==> config.mk <==
export PLATFORM = sky130hd
export DESIGN_NAME = hazard_scoreboard
export DESIGN_NICKNAME = d
export VERILOG_FILES = /design/src/rtl/hazard_scoreboard.sv
export SDC_FILE = /design/constraint.sdc
export NUM_CORES = 1
export LEC_CHECK = 0
export ABC_AREA = 1
export BUFFER_PORTS_ARGS = -buffer_cell sky130_fd_sc_hd__buf_2
export CAP_MARGIN = 20
export CORE_MARGIN = 1.5
export CORE_UTILIZATION = 40
export DETAILED_ROUTE_END_ITERATION = 12
export GPL_TIMING_DRIVEN = 1
export SLEW_MARGIN = 20
export SYNTH_ARGS = -nofsm -noshare
export SYNTH_HDL_FRONTEND = slang
export SYNTH_SLANG_ARGS = --single-unit
export TNS_END_PERCENT = 5
==> constraint.sdc <==
create_clock -name clk -period 3.86 [get_ports clk]
set_input_delay 1.158 -clock clk [delete_from_list [all_inputs] [get_ports clk]]
set_output_delay 1.158 -clock clk [all_outputs]
set_load 0.03 [all_outputs]
==> src/rtl/hazard_scoreboard.sv <==
// Decode-stage register scoreboard: tracks in-flight long-latency results per
// architectural register and stalls decode on RAW/WAW hazards or a full budget.
module hazard_scoreboard #(
    parameter int REG_ADDR_W      = 5,
    parameter int MAX_OUTSTANDING = 4,
    parameter bit WB_BYPASS       = 1'b1,
    localparam int NREG  = 1 << REG_ADDR_W,
    localparam int CNT_W = $clog2(MAX_OUTSTANDING + 1)
) (
    input  logic                  clk,
    input  logic                  rst_n,
    input  logic                  id_valid,
    input  logic [REG_ADDR_W-1:0] id_rs1,
    input  logic [REG_ADDR_W-1:0] id_rs2,
    input  logic                  id_rs1_used,
    input  logic                  id_rs2_used,
    input  logic [REG_ADDR_W-1:0] id_rd,
    input  logic                  id_rd_we,
    input  logic                  id_long,
    input  logic                  flush,
    input  logic                  wb_valid,
    input  logic [REG_ADDR_W-1:0] wb_rd,
    output logic                  hold_flag,
    output logic [NREG-1:0]       busy_vec,
    output logic [CNT_W-1:0]      outstanding,
    output logic                  full,
    output logic                  err
);

    localparam logic [CNT_W-1:0] MAX_CNT = CNT_W'(MAX_OUTSTANDING);
    localparam logic [CNT_W-1:0] ONE     = CNT_W'(1);

    logic [NREG-1:0]  busy_q, busy_d;
    logic [CNT_W-1:0] outstanding_q, outstanding_d;
    logic             err_q, err_d;

    logic id_act, track, wb_nz, wb_clear, wb_stray, issue;
    logic clr_rs1, clr_rs2, clr_rd;
    logic raw1, raw2, waw, cap;

    assign id_act   = id_valid & ~flush;
    assign track    = id_rd_we & (id_rd != '0);
    assign wb_nz    = wb_valid & (wb_rd != '0);
    assign wb_clear = wb_nz & busy_q[wb_rd];
    assign wb_stray = wb_nz & ~busy_q[wb_rd];
    assign full     = (outstanding_q == MAX_CNT);

    // Same-cycle completion forwards the result, so the hazard on that register dissolves.
    assign clr_rs1 = WB_BYPASS & wb_valid & (wb_rd == id_rs1) & busy_q[id_rs1];
    assign clr_rs2 = WB_BYPASS & wb_valid & (wb_rd == id_rs2) & busy_q[id_rs2];
    assign clr_rd  = WB_BYPASS & wb_valid & (wb_rd == id_rd)  & busy_q[id_rd];

    assign raw1 = id_act & id_rs1_used & busy_q[id_rs1] & ~clr_rs1;
    assign raw2 = id_act & id_rs2_used & busy_q[id_rs2] & ~clr_rs2;
    assign waw  = id_act & id_rd_we & busy_q[id_rd] & ~clr_rd;
    assign cap  = id_act & id_long & track & full & ~wb_clear;

    assign hold_flag = raw1 | raw2 | waw | cap;
    assign issue     = id_act & ~hold_flag & id_long & track;

    always_comb begin
        busy_d        = busy_q;
        outstanding_d = outstanding_q;
        err_d         = err_q | wb_stray;
        if (wb_clear) busy_d[wb_rd] = 1'b0;
        // Set after clear so a same-register issue keeps the bit.
        if (issue)    busy_d[id_rd] = 1'b1;
        busy_d[0] = 1'b0;
        case ({issue, wb_clear})
            2'b10:   outstanding_d = outstanding_q + ONE;
            2'b01:   outstanding_d = outstanding_q - ONE;
            default: outstanding_d = outstanding_q;
        endcase
    end

    always_ff @(posedge clk) begin
        if (!rst_n) begin
            busy_q        <= '0;
            outstanding_q <= '0;
            err_q         <= 1'b0;
        end else begin
            busy_q        <= busy_d;
            outstanding_q <= outstanding_d;
            err_q         <= err_d;
        end
    end

    assign busy_vec    = busy_q;
    assign outstanding = outstanding_q;
    assign err         = err_q;

endmodule

==> run metrics, run 1 <==
crit start category input pin; # hold bufs at CTS 0; CTS sink count 35; max cap viols 0; crit path DAT 2.59 ns; via count 4531; clock share of power 0.364; Worst Slack Setup Final 0.1119 ns; GPL Wtd Cong 0.9481; largest net degree at the start of global routing 33; gr ovfl total 0; CTS resizes 0; Via density 5.318; final WL 13830 um; global-route wire length before repair 21960 um; Area Growth Syn to Fin 16.64%; crit-path most repeated cell nand3_1; Core Area 0.009240 mm^2; clock buffer depth 2; minimum clock period 3.748 ns; WL per Instance 16.23 um; WP buf/inv 4; Combinational Power Share 0.250; top cells by area, synth nand2_1 22%, dfxtp_1 18%, nand3_1 9.0%; Max Clk Rate 0.2668 GHz; Syn. warnings 0; clock latency on the worst-skew pair 0.29 ns; DR WL met2 6285 um; All-Layer GR Usage 0.2775; met3 wire length 1071 um; clk_skew 0.01272 ns; Hold Fails Final Rpt 0; actual transition at the worst max-transition pin 0.8671 ns; Port Buffers 65; IO Pins 67; post-synth design cell area 0.003820 mm^2; TritonCTS clock tree built; synthesized netlist net count 686; # diodes 0; cell breakdown of the critical path buf_2 > inv_2 > nand2_1 > nand3_1 > nand3_1 > nand3_1 > nand3_1 > nand3_2 > nand2_4 > nor2_8 > inv_2 > buf_2; Die Span Y 100.7 um; DRT antenna net count 0; TNS Setup 0 ns; pwr/cell area 212.3 mW/mm^2; slowest CP cell inv_2; Top Family by Delay on Critical Path simple AND/OR/NAND/NOR gates; DRT iter0 DRCs 352; chip width 100.7 um; Syn Area/Cell 5.832 um^2; Int Power 0.6448 mW; H-tree levels 2; Filler cells 1010; Critical Path RT 2.70 ns; outcome completed; RSZ-0062 raised after global routing false; Finished Cell Area 0.004456 mm^2; Post-Synthesis Cells 655; P_sw 0.3012 mW; Leakage 2.002 nW; top routing layer used met4; vias in the first global route 4229; share of post-route cells with drive strength above 1 0.2656; wl on met1 6171 um; EDFF count, synth 0; sequential share of the synthesized area 0.1834; detailed placement HPWL 10530 um; HP Class register to register; classification of the worst setup path input pin to primary output; root buffer cell clkbuf_8; die area 0.01014 mm^2; worst-path maximum fanout 15; Max IR drop VDD 0.1994 mV; starting density of the core 0.4134; Final setup viols 0; post-synthesis async set-or-reset flop share 0; Yosys cell types 36; Main synth FF type dfxtp_1; Placed Area 0.004313 mm^2; Seq pwr share 0.386; drt drc 0; max-slew violations 0; Largest stage delay, worst path 0.26 ns; # Post-CTS Setup Buffers 0; Final period util 0.9710; initial antenna violation count 0; top-area cell type share of the netlist area 0.2201; nets 753; clock-pin transition on the worst setup and hold timing paths 0.06 ns; switching share of power 0.3184; Row Count 35; Seq cells post-synth 35; DP Worst Slack 0.06492 ns; endpoint class of the critical path primary output; Synth area leader nand2_1; Slew headroom 0.4198; CTS Buf Count 5; drt pass-1 iters 5
==> metal layers <==
layer	up-vias	global-route usage
li1	2228	-
met1	2072	0.3849
met2	202	0.4475
met3	29	0.02566
met4	0	0.09967
met5	-	0
==> cells in the final DEF (no fill, tap or decap), types with 4 or more instances in the layout <==
cell and instances:
a21oi_1 12, nor2_1 52, nand3_1 69, clkbuf_8 6, buf_4 27, inv_2 11, o21ai_1 13, nand3_2 29
inv_1 63, nand2_4 4, dfxtp_1 35, a21oi_2 28, buf_2 64, nor3_2 6, o21ai_0 36, nand2_1 223
o22ai_1 8, nor3_1 9
==> kinds of logic (layout without fill, tap and decap cells) <==
family,after synthesis,count (layout),share of synthesized area
simple gates,403,403,0.4982
buf+inv,111,179,0.1395
compound gates,102,102,0.1671
flops,35,35,0.1834
fa+ha+maj,2,2,0.008516
other cells,1,1,0.0009817
xor+xnor,1,1,0.002293
==> synth_stat cells (4+ instances only) <==
library cell    n
clkbuf_1        8
a21oi_2        28
nand3_2        29
o22ai_1         8
a21oi_1        12
dfxtp_1        35
o21ai_0        36
inv_1          63
nor3_1         12
buf_2          15
nand2_1       224
nand2_4         4
nand3_1        69
o21ai_1        13
buf_4           5
inv_2          11
nor2_1         54
==> final timing paths <==
kind	from	end	slack, ns	depth (start not counted)
setup / recovery	id_rs2[0]	hold_flag	0.11	12
hold / removal	err	err	0.47	1
setup reg to reg	busy_vec[5]	outstanding[2]	1.29	18
hold reg to reg	err	err	0.47	1
==> per-stage QoR <==
stage	hold WS (ns)	utilization	total power, mW	instances
floorplan	0.6085	-	0.5345	655
global placement	0.4532	0.4668	0.6038	844
detailed placement	0.4552	0.4668	0.6044	844
CTS	0.4731	0.4795	0.9490	852
global route	0.4979	0.4822	0.9877	852
finish	0.4683	0.4822	0.9460	852
==> state kept, by name, summed over array words and instances, names as in the netlist <==
| name | flops |
|---|---|
| busy_vec | 31 |
| outstanding | 3 |
| err | 1 |
==> power groups by stage <==
stage / combinational [mW] / sequential (mW) / clock, mW
2_1_floorplan: 0.157 / 0.378 / 0
3_3_place_gp: 0.230 / 0.374 / 0
3_5_place_dp: 0.231 / 0.374 / 0
4_1_cts: 0.232 / 0.365 / 0.352
5_1_grt: 0.257 / 0.366 / 0.365
6_report: 0.236 / 0.366 / 0.344
==> layout make-up <==
type,count,area [um^2],share of cell area
multi-input combinational,509,2609,0.5855
clock inverter,2,35.03,0.007863
sequential,35,700.7,0.1573
clock buffer,6,82.58,0.01853
tap,129,161.4,0.03623
timing repair buffer,94,570.5,0.1281
inverter,77,296.5,0.06655
Power figures use the tool's default switching activity.
==> inputs of run 2 (changes only) <==
--- a/config.mk
+++ b/config.mk
@@ -12,6 +12,7 @@
 export CORE_UTILIZATION = 40
 export DETAILED_ROUTE_END_ITERATION = 12
 export GPL_TIMING_DRIVEN = 1
+export SETUP_SLACK_MARGIN = 0.2
 export SLEW_MARGIN = 20
 export SYNTH_ARGS = -nofsm -noshare
 export SYNTH_HDL_FRONTEND = slang
==> constraint.sdc (replaced) <==
create_clock -name clk -period 4.4 [get_ports clk]
set_input_delay 1.32 -clock clk [delete_from_list [all_inputs] [get_ports clk]]
set_output_delay 1.32 -clock clk [all_outputs]
set_load 0.03 [all_outputs]
==> run 2 against run 1 <==
Cell count fell by 1.3%; critical endpoint unchanged; die area did not move; critical path type unchanged; routed wire length fell by 2.6%; total power fell by 13%; worst setup slack improved by 0.21 ns.
==> run metrics, run 2 (synthesized netlist as in run 1, its figures left out) <==
drt drc 0; non-filler cells, final 841; P_sw 0.2627 mW; TritonCTS clock tree built; Seq pwr share 0.390; Die Span Y 100.7 um; TNS Setup 0 ns; clk_skew 0.005182 ns; Port Buffers 65; max cap viols 0; outcome completed; Top Family by Delay on Critical Path simple AND/OR/NAND/NOR gates; DRT iter0 DRCs 348; clock buffer depth 2; worst-path maximum fanout 13; Critical Path RT 3.08 ns; Largest register FFs 31; crit-path most repeated cell nand2_1; Leakage 1.936 nW; Row Count 35; Final setup viols 0; Largest stage delay, worst path 0.19 ns; crit start category input pin; nets 742; root buffer cell clkbuf_8; CTS resizes 0; crit path DAT 2.75 ns; drt pass-1 iters 6; WP buf/inv 4; vias in the first global route 4225; Combinational Power Share 0.241; max-slew violations 0; Max Clk Rate 0.2454 GHz; global-route wire length before repair 21720 um; GPL Wtd Cong 0.9613; clock-pin transition on the worst setup and hold timing paths 0.07 ns; pwr/cell area 188.8 mW/mm^2; switching share of power 0.3198; H-tree levels 2; minimum clock period 4.075 ns; cell breakdown of the critical path clkbuf_4 > buf_4 > nand2_1 > nand2_1 > nand2_1 > nand2_1 > nand2_1 > nand2_1 > nor2_1 > nand2_4 > nand2_4 > nand2_4 > nand2_4 > nor2_8 > inv_2 > buf_2; clock latency on the worst-skew pair 0.29 ns; endpoint class of the critical path primary output; HP Class register to register; classification of the worst setup path input pin to primary output; Core Area 0.009240 mm^2; share of post-route cells with drive strength above 1 0.2528; slowest CP cell clkbuf_4; # Post-CTS Setup Buffers 0; CTS sink count 35; largest net degree at the start of global routing 33; Pwr Total 0.8216 mW; final WL 13470 um; Int Power 0.5588 mW; Via density 5.331; IO Pins 67; Post-Place Cells 833; Slew headroom 0.4187; actual transition at the worst max-transition pin 0.8688 ns; # hold bufs at CTS 0; RSZ-0062 raised after global routing false; # diodes 0; detailed placement HPWL 10480 um; All-Layer GR Usage 0.2732; most frequent cells in the layout 223 x nand2_1, 69 x nand3_1, 63 x inv_1, 61 x buf_2, 51 x nor2_1; via count 4483; fin util 0.4708; die area 0.01014 mm^2; starting density of the core 0.4134; most common cell after layout, fill and taps aside nand2_1; clock share of power 0.369; Worst Slack Setup Final 0.3250 ns; CTS Buf Count 5; initial antenna violation count 0; Max IR drop VDD 0.1928 mV; Hold Fails Final Rpt 0; WL per Instance 16.02 um; Final period util 0.9261; Area Growth Syn to Fin 13.89%; gr ovfl total 0; chip width 100.7 um; DRT antenna net count 0; DP Worst Slack 0.2498 ns
==> run 2: worst register-to-register path: stages, from the launching register on <==
cell     delay, ns
dfxtp_1       0.48
inv_1         0.10
nand2_1       0.07
nand3_1       0.07
nand3_1       0.11
nand3_1       0.12
nand3_1       0.10
nand3_2       0.14
nand2_4       0.13
nor2_8        0.04
buf_4         0.21
nand2_1       0.09
ha_1          0.13
inv_1         0.06
fa_1          0.38
a21oi_1       0.14
o21ai_0       0.10
o21ai_0       0.16
a21oi_1       0.06
==> run 2: final cells by class <==
class	count	area, um^2
multi-input cells	509	2601
inverters	77	299.0
clock buffers	6	82.58
flip-flops and latches	35	700.7
well taps	129	161.4
clock inverters	2	35.03
repair buffers	83	470.5
fillers	1028	4890
==> run 2: power by group through the flow <==
stage,clock (mW),sequential [mW],combinational [mW]
5_1_grt,0.326,0.321,0.216
3_5_place_dp,0,0.328,0.193
6_report,0.303,0.321,0.198
4_1_cts,0.312,0.321,0.194
2_1_floorplan,0,0.331,0.138
3_3_place_gp,0,0.328,0.192
==> run 2: layer usage <==
layer	wire length, um	vias up	GRT usage
met5	0	-	0
met4	337	0	0.09751
met3	932	31	0.03259
met2	6099	177	0.4298
met1	6105	2064	0.3839
li1	-	2211	-
==> run 2: through the flow <==
| step | hold WS, ns | cell area [um^2] |
|---|---|---|
| finish | 0.5000 | 4350 |
| global route | 0.5122 | 4350 |
| CTS | 0.5109 | 4323 |
| detailed placement | 0.4866 | 4205 |
| global placement | 0.4763 | 4205 |
| floorplan | 0.6085 | 3820 |
==> run 2: worst paths after layout <==
path / from / to / slack, ns / cells past startpoint
max reg2reg: busy_vec[14] / outstanding[2] / 1.62 / 18
max: wb_rd[0] / hold_flag / 0.33 / 16
min: err / err / 0.50 / 1
min reg2reg: err / err / 0.50 / 1
==> inputs of run 3 (changes only) <==
--- a/config.mk
+++ b/config.mk
@@ -11,7 +11,9 @@
 export CORE_MARGIN = 1.5
 export CORE_UTILIZATION = 40
 export DETAILED_ROUTE_END_ITERATION = 12
+export GPL_ROUTABILITY_DRIVEN = 0
 export GPL_TIMING_DRIVEN = 1
+export RECOVER_POWER = 50
 export SETUP_SLACK_MARGIN = 0.2
 export SLEW_MARGIN = 20
 export SYNTH_ARGS = -nofsm -noshare
==> run 3 against run 2 <==
Global-route usage grew 0.13 points; via count grew 1.5%; total power grew 5.8%; count of clock-buffer cells in the layout shrank 1; non-clock buffer count shrank 1; flip-flop and latch count is the same; sequential power is essentially flat; core utilization shrank 0.38 points; die area is the same; cell count shrank 0.12%; clock skew grew 0.0033 ns; sequential share of layout area grew 0.13 points; highest routed layer unchanged.
==> run metrics, run 3 (synthesized netlist as in run 1, its figures left out) <==
outcome completed; TritonCTS clock tree built; CP Launch Point id_rs1[0]; nets 741; via count 4550; R2R Setup Slk 1.79 ns; max cap viols 0; Critical Path RT 3.08 ns; hold_sp err; most frequent cells in the layout 223 x nand2_1, 69 x nand3_1, 63 x inv_1, 51 x nor2_1, 36 x o21ai_0; H-tree levels 2; drt drc 0; drt pass-1 iters 5; RSZ-0062 raised after global routing false; GR peak layer met2; CTS resizes 0; IO Pins 67; endpoint class of the critical path primary output; # Post-CTS Setup Buffers 0; actual transition at the worst max-transition pin 1.010 ns; starting density of the core 0.4134; minimum clock period 4.077 ns; crit path DAT 2.76 ns; root buffer cell clkbuf_8; M1 GR Usage 0.3803; Port Buffers 65; DRT antenna net count 0; worst-path maximum fanout 11; CTS Buf Count 5; global-route wire length before repair 21570 um; Placed Area 0.004198 mm^2; Largest register FFs 31; Area Growth Syn to Fin 12.97%; worst r2r src busy_vec[6]; initial antenna violation count 0; Finished Cell Area 0.004315 mm^2; gr ovfl total 0; max-slew violations 0; largest net degree at the start of global routing 33; clock buffer depth 2; Max IR drop VDD 0.1441 mV; Filler cells 1024; share of post-route cells with drive strength above 1 0.2025; detailed placement HPWL 10220 um; Row Count 35; DRT iter0 DRCs 397; GR met2 Demand/Resource 0.4418; most common cell after layout, fill and taps aside nand2_1; Via density 5.417; fin util 0.4670; worst setup path endpoint hold_flag; Slew headroom 0.3243; crit start category input pin; Core Area 0.009240 mm^2; # hold bufs at CTS 0; # diodes 0; Worst Slack Setup Final 0.3225 ns; chip width 100.7 um; Leakage 1.781 nW; Max Clk Rate 0.2453 GHz; Post-Place Cells 832; final WL 13630 um; classification of the worst setup path input pin to primary output; Final period util 0.9267; Final setup viols 0; All-Layer GR Usage 0.2745; vias in the first global route 4137; WL per Instance 16.22 um; CTS sink count 35; non-filler cells, final 840; Fin Hold WS 0.4762 ns; die area 0.01014 mm^2; DP Worst Slack 0.2395 ns; TNS Setup 0 ns; Hold Fails Final Rpt 0; Pwr Total 0.8691 mW; Die Span Y 100.7 um; r2r endpoint outstanding[2]; clock latency on the worst-skew pair 0.29 ns; worst reg2reg path depth 18; pwr/cell area 201.4 mW/mm^2; GRT met3 Usage 0.03675; HP Class register to register; clk_skew 0.008464 ns; clock-pin transition on the worst setup and hold timing paths 0.08 ns
run 3: critical path: stages:
cell	delay [ns]
buf_2	0.23
buf_4	0.21
nand2_1	0.07
nand3_1	0.07
nand3_1	0.08
nand3_1	0.11
nand3_1	0.07
nand3_1	0.14
nand2_2	0.12
nor2_8	0.13
inv_2	0.03
buf_2	0.16
run 3: worst min path at each step:
stage,to,slack (ns),cells after the start
after floorplan,outstanding[0],0.61,1
after global placement,err,0.45,1
after detailed placement,err,0.45,1
after CTS,err,0.48,1
after global routing,err,0.52,1
final,err,0.48,1
run 3: power by group:
part | switching [mW] | internal, mW | total, mW
clock | 0.125 | 0.226 | 0.351
sequential | 0.00225 | 0.318 | 0.321
combinational | 0.142 | 0.0555 | 0.197
total | 0.269 | 0.600 | 0.869
run 3: area by class of cell:
| cell class | instances | area, um^2 | share of cell area |
|---|---|---|---|
| multi-input combinational | 509 | 2601 | 0.6028 |
| sequential | 35 | 700.7 | 0.1624 |
| timing repair buffer | 82 | 416.7 | 0.09655 |
| inverter | 77 | 299.0 | 0.06930 |
| tap | 129 | 161.4 | 0.03740 |
| clock buffer | 5 | 68.82 | 0.01595 |
| clock inverter | 3 | 67.56 | 0.01566 |
run 3: layer usage:
layer,wire (um),vias up
met3,1184,21
met2,6237,212
met1,5916,2104
li1,-,2213
met4,287,0
met5,0,-
